**config.mk**
```make
export PLATFORM = sky130hd
export DESIGN_NAME = gray_digit_scanner
export DESIGN_NICKNAME = d
export VERILOG_FILES = /design/src/rtl/gray_digit_scanner.sv
export SDC_FILE = /design/constraint.sdc
export NUM_CORES = 1
export LEC_CHECK = 0
export ABC_AREA = 1
export CORE_MARGIN = 4
export CORE_UTILIZATION = 50
export CTS_BUF_LIST = sky130_fd_sc_hd__clkbuf_4
export CTS_CLUSTER_SIZE = 14
export DETAILED_ROUTE_END_ITERATION = 6
export DONT_BUFFER_PORTS = 1
export PLACE_DENSITY = 0.65
export REMOVE_ABC_BUFFERS = 1
export SKIP_LAST_GASP = 1
export SYNTH_ARGS = -nofsm -noshare
export SYNTH_HDL_FRONTEND = slang
export SYNTH_SLANG_ARGS = --single-unit
export TNS_END_PERCENT = 5
```
**constraint.sdc**
```tcl
create_clock -name clk -period 2.22 [get_ports clk]
set_clock_uncertainty 0.15 [all_clocks]
set_input_delay 0.666 -clock clk [delete_from_list [all_inputs] [get_ports clk]]
set_output_delay 0.666 -clock clk [all_outputs]
set_load 0.005 [all_outputs]
```
**src/rtl/gray_digit_scanner.sv**
```systemverilog
// Gray-coded switch front end: synchronise, debounce, Gray->binary, BCD split,
// then time-multiplex tens/units digits onto one 7-segment decoder bus.
module gray_digit_scanner #(
  parameter int REFRESH_DIV   = 27000,
  parameter int STABLE_CYCLES = 16
) (
  input  logic       clk,
  input  logic       rst_n,
  input  logic [3:0] gray_in,
  output logic [3:0] binary_code,
  output logic [1:0] digit_en_n,
  output logic [3:0] bin_value,
  output logic       update_pulse
);

  localparam int SW = $clog2(STABLE_CYCLES);
  localparam int RW = $clog2(REFRESH_DIV);
  localparam logic [SW-1:0] STB_MAX = SW'(STABLE_CYCLES - 1);
  localparam logic [RW-1:0] REF_MAX = RW'(REFRESH_DIV - 1);

  typedef enum logic [1:0] {BLANK_U, SCAN_U, BLANK_T, SCAN_T} state_t;

  logic [3:0]    sync1_q, sync1_d, sync2_q, sync2_d;
  logic [3:0]    cand_q, cand_d, gray_q, gray_d;
  logic [SW-1:0] stab_cnt_q, stab_cnt_d;
  logic [3:0]    bin_q, bin_d, tens_q, tens_d, units_q, units_d;
  logic          upd_q, upd_d;
  state_t        state_q, state_d;
  logic [RW-1:0] ref_cnt_q, ref_cnt_d;
  logic [3:0]    code_q, code_d;
  logic [1:0]    en_n_q, en_n_d;
  logic [3:0]    bin_new;

  // Gray decode is taken from the candidate, which equals sync2 whenever a commit fires.
  assign bin_new[3] = cand_q[3];
  genvar gi;
  generate
    for (gi = 2; gi >= 0; gi--) begin : g_gray2bin
      assign bin_new[gi] = bin_new[gi+1] ^ cand_q[gi];
    end
  endgenerate

  always_comb begin
    sync1_d    = gray_in;
    sync2_d    = sync1_q;
    cand_d     = cand_q;
    stab_cnt_d = stab_cnt_q;
    gray_d     = gray_q;
    bin_d      = bin_q;
    tens_d     = tens_q;
    units_d    = units_q;
    upd_d      = 1'b0;
    if (sync2_q != cand_q) begin
      cand_d     = sync2_q;
      stab_cnt_d = '0;
    end else begin
      if (stab_cnt_q != STB_MAX) begin
        stab_cnt_d = stab_cnt_q + 1'b1;
      end
      if ((stab_cnt_q == STB_MAX) && (cand_q != gray_q)) begin
        gray_d  = cand_q;
        bin_d   = bin_new;
        tens_d  = (bin_new >= 4'd10) ? 4'd1 : 4'd0;
        units_d = (bin_new >= 4'd10) ? (bin_new - 4'd10) : bin_new;
        upd_d   = 1'b1;
      end
    end
  end

  // Scan outputs are decoded from the current state, so they lag it by one edge.
  always_comb begin
    state_d   = state_q;
    ref_cnt_d = ref_cnt_q;
    en_n_d    = 2'b11;
    code_d    = 4'd0;
    case (state_q)
      BLANK_U: begin
        state_d   = SCAN_U;
        ref_cnt_d = '0;
      end
      SCAN_U: begin
        en_n_d = 2'b10;
        code_d = units_q;
        if (ref_cnt_q == REF_MAX) begin
          state_d   = BLANK_T;
          ref_cnt_d = '0;
        end else begin
          ref_cnt_d = ref_cnt_q + 1'b1;
        end
      end
      BLANK_T: begin
        state_d   = SCAN_T;
        ref_cnt_d = '0;
      end
      SCAN_T: begin
        if (tens_q != 4'd0) begin
          en_n_d = 2'b01;
          code_d = tens_q;
        end
        if (ref_cnt_q == REF_MAX) begin
          state_d   = BLANK_U;
          ref_cnt_d = '0;
        end else begin
          ref_cnt_d = ref_cnt_q + 1'b1;
        end
      end
      default: begin
        state_d   = BLANK_U;
        ref_cnt_d = '0;
      end
    endcase
  end

  always_ff @(posedge clk or negedge rst_n) begin
    if (!rst_n) begin
      sync1_q    <= 4'd0;
      sync2_q    <= 4'd0;
      cand_q     <= 4'd0;
      gray_q     <= 4'd0;
      stab_cnt_q <= '0;
      bin_q      <= 4'd0;
      tens_q     <= 4'd0;
      units_q    <= 4'd0;
      upd_q      <= 1'b0;
      state_q    <= BLANK_U;
      ref_cnt_q  <= '0;
      code_q     <= 4'd0;
      en_n_q     <= 2'b11;
    end else begin
      sync1_q    <= sync1_d;
      sync2_q    <= sync2_d;
      cand_q     <= cand_d;
      gray_q     <= gray_d;
      stab_cnt_q <= stab_cnt_d;
      bin_q      <= bin_d;
      tens_q     <= tens_d;
      units_q    <= units_d;
      upd_q      <= upd_d;
      state_q    <= state_d;
      ref_cnt_q  <= ref_cnt_d;
      code_q     <= code_d;
      en_n_q     <= en_n_d;
    end
  end

  assign binary_code  = code_q;
  assign digit_en_n   = en_n_q;
  assign bin_value    = bin_q;
  assign update_pulse = upd_q;

endmodule

```
==> results of run 1 <==
## what timing repair did
item                                   CTS  global route
endpoints found under the hold margin   51             0
gates resized for setup                  0             3
hold buffers                             2             0
setup endpoints to repair                0             4
buffers inserted                         0             1
## how the worst max path moves through the flow
stage	from	endpoint	slack, ns	cells past startpoint
global placement	cand_q[2]	units_q[1]	0.24	13
floorplan	cand_q[3]	units_q[1]	0.31	12
finish	cand_q[2]	units_q[3]	0.17	13
CTS	cand_q[2]	units_q[3]	0.09	13
global route	cand_q[2]	units_q[3]	0.002	13
detailed placement	cand_q[2]	units_q[3]	0.15	13
## cell usage after synthesis (2+ instances only)
master / count / area, sq um
a21oi_1: 4 / 20.0
buf_4: 3 / 22.5
clkbuf_1: 4 / 15.0
dfrtp_1: 49 / 1230
dfstp_2: 2 / 52.6
ha_1: 10 / 125
inv_1: 35 / 131
inv_2: 5 / 18.8
nand2_1: 97 / 364
nand2_2: 3 / 18.8
nand2_4: 2 / 22.5
nand3_1: 18 / 90.1
nand4_1: 4 / 25.0
nor2_1: 38 / 143
nor2_2: 3 / 18.8
nor2_4: 3 / 33.8
nor3_1: 6 / 30.0
o21ai_0: 7 / 35.0
xor2_1: 7 / 61.3
## layout make-up
class                      instances  area [sq um]
clock buffer                       5          37.5
sequential                        51          1280
timing repair buffer               5          60.1
multi-input combinational        210          1090
clock inverter                     3          43.8
tap                               67          83.8
inverter                          40           150
fill                             471          2080
## report_power, final
group | total, mW | switching, mW | internal (mW)
clock | 0.538 | 0.301 | 0.238
sequential | 0.952 | 0.0109 | 0.942
combinational | 0.108 | 0.0715 | 0.0364
total | 1.60 | 0.383 | 1.22
## critical path, delay by kind of cell, from the launching register on
kind	cells	cell delay, ns
buf+inv	3	0.23
flops	1	0.45
simple gates	8	0.62
fa+ha+maj	2	0.51
## state kept, by name (all words and copies together) (netlist names), 4 cells and up
name         cells
binary_code      4
cand_q           4
gray_q           4
ref_cnt_q       15
stab_cnt_q       4
sync1_q          4
sync2_q          4
## routing by layer
metal	share of wire (%)	up-vias	track usage [%]
met1	48	834	21.8
met3	6.3	6	4.76
met4	1.4	0	4.64
li1	-	954	-
met2	44	40	24.5
met5	0	-	0
## logic make-up after synthesis
| family | synth area share, % |
|---|---|
| flops | 50.2 |
| simple gates | 31.7 |
| compound gates | 3.00 |
| buf+inv | 7.37 |
| fa+ha+maj | 4.92 |
| xor+xnor | 2.75 |
## per-stage QoR
stage          setup slack (ns)  instances  instance area, sq um  hold slack [ns]
2_1_floorplan             0.315        301                  2510            0.181
3_5_place_dp              0.147        370                  2610            0.186
3_3_place_gp              0.241        370                  2610            0.183
4_1_cts                  0.0863        380                  2730            0.138
5_1_grt                 0.00205        381                  2740            0.109
6_report                  0.170        381                  2740            0.153
==> results.txt, run 1 <==
Status - complete, no violations
Critical Path Fanout Max - 5
Final WL - 4360 um
First-pass GRT wire length - 7820 um
Mapped cell area - 0.00254 sq mm
Hold Path Class - in -> reg
Commonest non-fill, non-tap cell in the layout - nand2_1
CP required - 2.35 ns
Most used cell, CP - nand2_1
Initial antenna violation count - 0
Share of post-route cells with drive strength above 1 - 12.1%
Core Region - 0.00482 sq mm
Final period util - 92.3%
Post-DR vias/cell - 4.81
Element type at the critical path start - flop
Routed Antenna Nets - 0
Global Route Usage Sum - 15.9%
FP Rows - 25
Hold path cells - 0
Cell variety after synth - 27
Pins over their slew limit - 0
Chip height - 79.3 um
WL per Instance - 11.4 um
Port-buffer cells - 0
Hold Path End - sync1_q[3]
Slew @ Worst Pin - 0.365 ns
Worst reg2reg startpoint - cand_q[2]
Clk pin slew, worst setup/hold paths - 0.15 ns
Vias - 1,834
Clk_lat worst skew - 0.37 ns
Most used DFF post-synth - dfrtp_1
Final Setup Violations - 0
Post-layout minimum cycle time - 2.05 ns
N_diodes - 0
Initial Utilization - 52.8%
CTS Buf Count - 5
H-Tree Depth - 2
DRC Markers - 0
Crit-path max cell delay - 0.45 ns
Largest vdd supply drop - 410 uV
Yosys reg bits - 51
Ports - 17
EDFF count, synth - 0
DIE AREA - 0.00630 sq mm
Pin count of the biggest net entering global routing - 52
Power Density - 583 mW/mm^2
HPWL Detailed - 3170 um
Clock net sink count - 51
Routability Congestion - 0.842
Setup CP Type - reg -> reg
Syn Area/Cell - 8.26 sq um
Final nets - 329
RSZ-0062 raised after global routing - no
Leakage power total - 1.46 nW
Mapped Cells - 308
F_max - 0.488 GHz
CP arrival - 2.18 ns
Critical path's slowest cell - dfrtp_1
Hold Crit Start - gray_in[3]
Die width - 79.3 um
Total power - 1.60 mW
Global route overflow - 0
End-of-flow core utilization - 56.9%
R2R setup slack - 0.17 ns
Commonest non-fill, non-tap cells in the layout - nand2_1 (96), dfrtp_1 (49), nor2_1 (38), inv_1 (34), nand3_1 (17)
Ys Warns - 0
Crit path capture type - flop
First DRT Iteration DRCs - 57
Vias in the first global route - 1,732
Worst r2r dst - units_q[3]
R2R depth - 13
Initial DRT Pass Iterations - 4
Max Cap Viol - 0
Fin Setup TNS - 0 ns
Final Hold Vio Count - 0
Clock tree buffer depth - 2
Synth async-reset ratio - 100%
Area grow syn2layout - 7.67%
Clk root buf - clkbuf_4
Register area share after synthesis - 50.2%
CTS tree - done
Worst slew margin - 75.6%
Crit path cell chain - inv_2, ha_1, inv_2, nand2_1, nand2_1, inv_1, ha_1, nand2_2, nand3_2, nand2_1, nand2_1, nand2_1, nand2_1
Note: power is estimated with default switching activity, not from simulation.
==> run 2, diff against run 1 <==
CORE_MARGIN = not set   (was 4)
==> run 2 against run 1 <==
Global-route usage increased by 2.7 points; hold slack improved by 0.016 ns; sequential power about the same; critical path type unchanged; via count unchanged; maximum frequency increased by 0.64%; critical endpoint is now units_q[2]; non-clock buffer count unchanged; first-iteration DRC count increased by 130%; largest power group unchanged; register-to-register slack about the same.
==> results.txt, run 2 (synthesized netlist as in run 1, its figures left out) <==
Global Route Usage Sum - 18.6% (+2.7 points)
CP required - 2.34 ns (about the same)
Worst slew margin - 74.2% (-1.5 points)
Share of post-route cells with drive strength above 1 - 11.5% (-0.64 points)
Element type at the critical path start - flop
CP arrival - 2.16 ns (-0.02 ns)
Max Cap Viol - 0 (unchanged)
Clock tree buffer depth - 2 (unchanged)
DRC Markers - 0 (unchanged)
Vias - 1,834 (unchanged)
Final nets - 329 (unchanged)
Initial DRT Pass Iterations - 4 (unchanged)
HPWL Detailed - 3120 um (-1.4%)
DIE AREA - 0.00538 sq mm (-15%)
Sw frac - 21.4% (-2.5 points)
Storage element area - 0.00128 sq mm (unchanged)
Port-buffer cells - 0 (unchanged)
First-pass GRT wire length - 7670 um (-1.9%)
Part of the power in registers - 55.8% (-3.8 points)
Vias in the first global route - 1,716 (-0.92%)
CTS Buf Count - 5 (unchanged)
Total power - 1.71 mW (+6.8%)
Finished Layout Cells - 381 (unchanged)
H-Tree Depth - 2 (unchanged)
Ports - 17 (unchanged)
Setup CP Type - reg -> reg
CTS tree - done
Area grow syn2layout - 8.51%
Pin count of the biggest net entering global routing - 52 (unchanged)
Post-DR vias/cell - 4.81 (unchanged)
Die width - 73.3 um (-7.6%)
FP Rows - 25 (unchanged)
Final Setup Violations - 0 (unchanged)
Commonest non-fill, non-tap cell in the layout - nand2_1
Critical path's slowest cell - dfrtp_1
R2R setup slack - 0.18 ns (about the same)
N_diodes - 0 (unchanged)
F_max - 0.491 GHz (+0.64%)
Slew @ Worst Pin - 0.387 ns (+0.0220 ns)
Hold Path Class - in -> reg
Routed Antenna Nets - 0 (unchanged)
Chip height - 73.3 um (-7.6%)
Final period util - 91.8% (-0.59 points)
Largest vdd supply drop - 275 uV (-33%)
Routability Congestion - 0.845 (+0.30%)
Clk_lat worst skew - 0.37 ns (about the same)
Clk pin slew, worst setup/hold paths - 0.13 ns (-0.02 ns)
RSZ-0062 raised after global routing - no
Most flops, register - ref_cnt_q
Power Density - 618 mW/mm^2 (+5.9%)
Most used cell, CP - nand2_1
Clk root buf - clkbuf_4
Leakage power total - 1.47 nW (+0.76%)
Fin Setup TNS - 0 ns (unchanged)
Flip-flop count of the largest register after layout - 15 (unchanged)
Crit path cell chain - inv_2, ha_1, inv_1, nand2_1, nand2_1, inv_1, ha_1, nand2_1, nand3_2, nand2_1, nand2_1, nand2_1, nand2_1
Hold WS - 0.169 ns (+0.0156 ns)
Pins over their slew limit - 0 (unchanged)
Int Power - 1.34 mW (+10%)
DP Cell Count - 370 (unchanged)
Combinational power share - 6.2% (-0.6 points)
Clock net sink count - 51 (unchanged)
Post-layout minimum cycle time - 2.04 ns (-0.0131 ns)
Fill cells - 444 (-5.7%)
Initial Utilization - 52.8% (unchanged)
Critical Path Fanout Max - 4 (-1)
Multi-input logic area - 0.00108 sq mm (-0.23%)
Commonest non-fill, non-tap cells in the layout - nand2_1 (97), dfrtp_1 (49), nor2_1 (38), inv_1 (35), nand3_1 (17)
Global route overflow - 0 (unchanged)
Clk pwr share - 38.0% (+4.3 points)
Crit path capture type - flop
Final Hold Vio Count - 0 (unchanged)
Core Region - 0.00482 sq mm (unchanged)
WL per Instance - 11.5 um (+0.62%)
First DRT Iteration DRCs - 132 (+130%)
Status - complete, no violations
Crit-path max cell delay - 0.43 ns (-0.02 ns)
Final WL - 4380 um (+0.62%)
Initial antenna violation count - 0 (unchanged)
P_sw - 365 uW (-4.6%)
[run 2: power by group through the flow]
stage | registers, mW | logic [mW] | clock network, mW
6_report | 0.952 | 0.106 | 0.648
5_1_grt | 0.955 | 0.122 | 0.704
4_1_cts | 0.952 | 0.106 | 0.665
3_5_place_dp | 0.970 | 0.0794 | 0
3_3_place_gp | 0.970 | 0.0776 | 0
2_1_floorplan | 0.969 | 0.0655 | 0
[run 2: final timing paths]
kind                            start              to  cells past startpoint
setup / recovery            cand_q[2]      units_q[2]                     13
max in group asynchronous       rst_n   digit_en_n[0]                      2
min in group asynchronous       rst_n  binary_code[2]                      2
setup reg to reg            cand_q[2]      units_q[2]                     13
hold / removal             gray_in[3]      sync1_q[3]                      0
hold reg to reg            sync1_q[1]      sync2_q[1]                      0
[run 2: stage by stage]
stage                     area, sq um  util, %  setup slack, ns
after floorplan                  2510        -            0.315
after global placement           2610     54.1            0.239
after detailed placement         2610     54.1            0.186
after CTS                        2750     57.1            0.155
after global routing             2760     57.3           0.0105
final                            2760     57.3            0.183
[run 2: what timing repair did]
item                                   CTS  global route
endpoints found under the hold margin   51             0
setup endpoints to repair                0             3
hold buffers                             2             0
setup buffers                            0             1
resized for setup                        0             1
[run 2: area by class of cell]
type	instances	area share, %
Timing Repair Buffer	5	2.17
Sequential cell	51	46.3
Multi-Input combinational cell	210	39.2
Clock buffer	6	1.63
Inverter	40	5.44
Clock inverter	2	2.17
Tap cell	67	3.04
[run 2: per-layer routing]
metal / GRT usage, % / up-vias / part of all wire, % / wire, um
li1: - / 951 / - / -
met1: 26.3 / 842 / 50 / 2190
met2: 28.6 / 33 / 44 / 1950
met3: 4.53 / 8 / 3.8 / 165
met4: 5.13 / 0 / 1.8 / 79
met5: 0 / - / 0 / 0
[run 2: worst max-delay path: cells and delay by family (launching register included)]
family,cells,cell delay [ns]
adders and majority gates,2,0.49
DFF,1,0.43
buffers and inverters,3,0.23
and+or+nand+nor,8,0.66
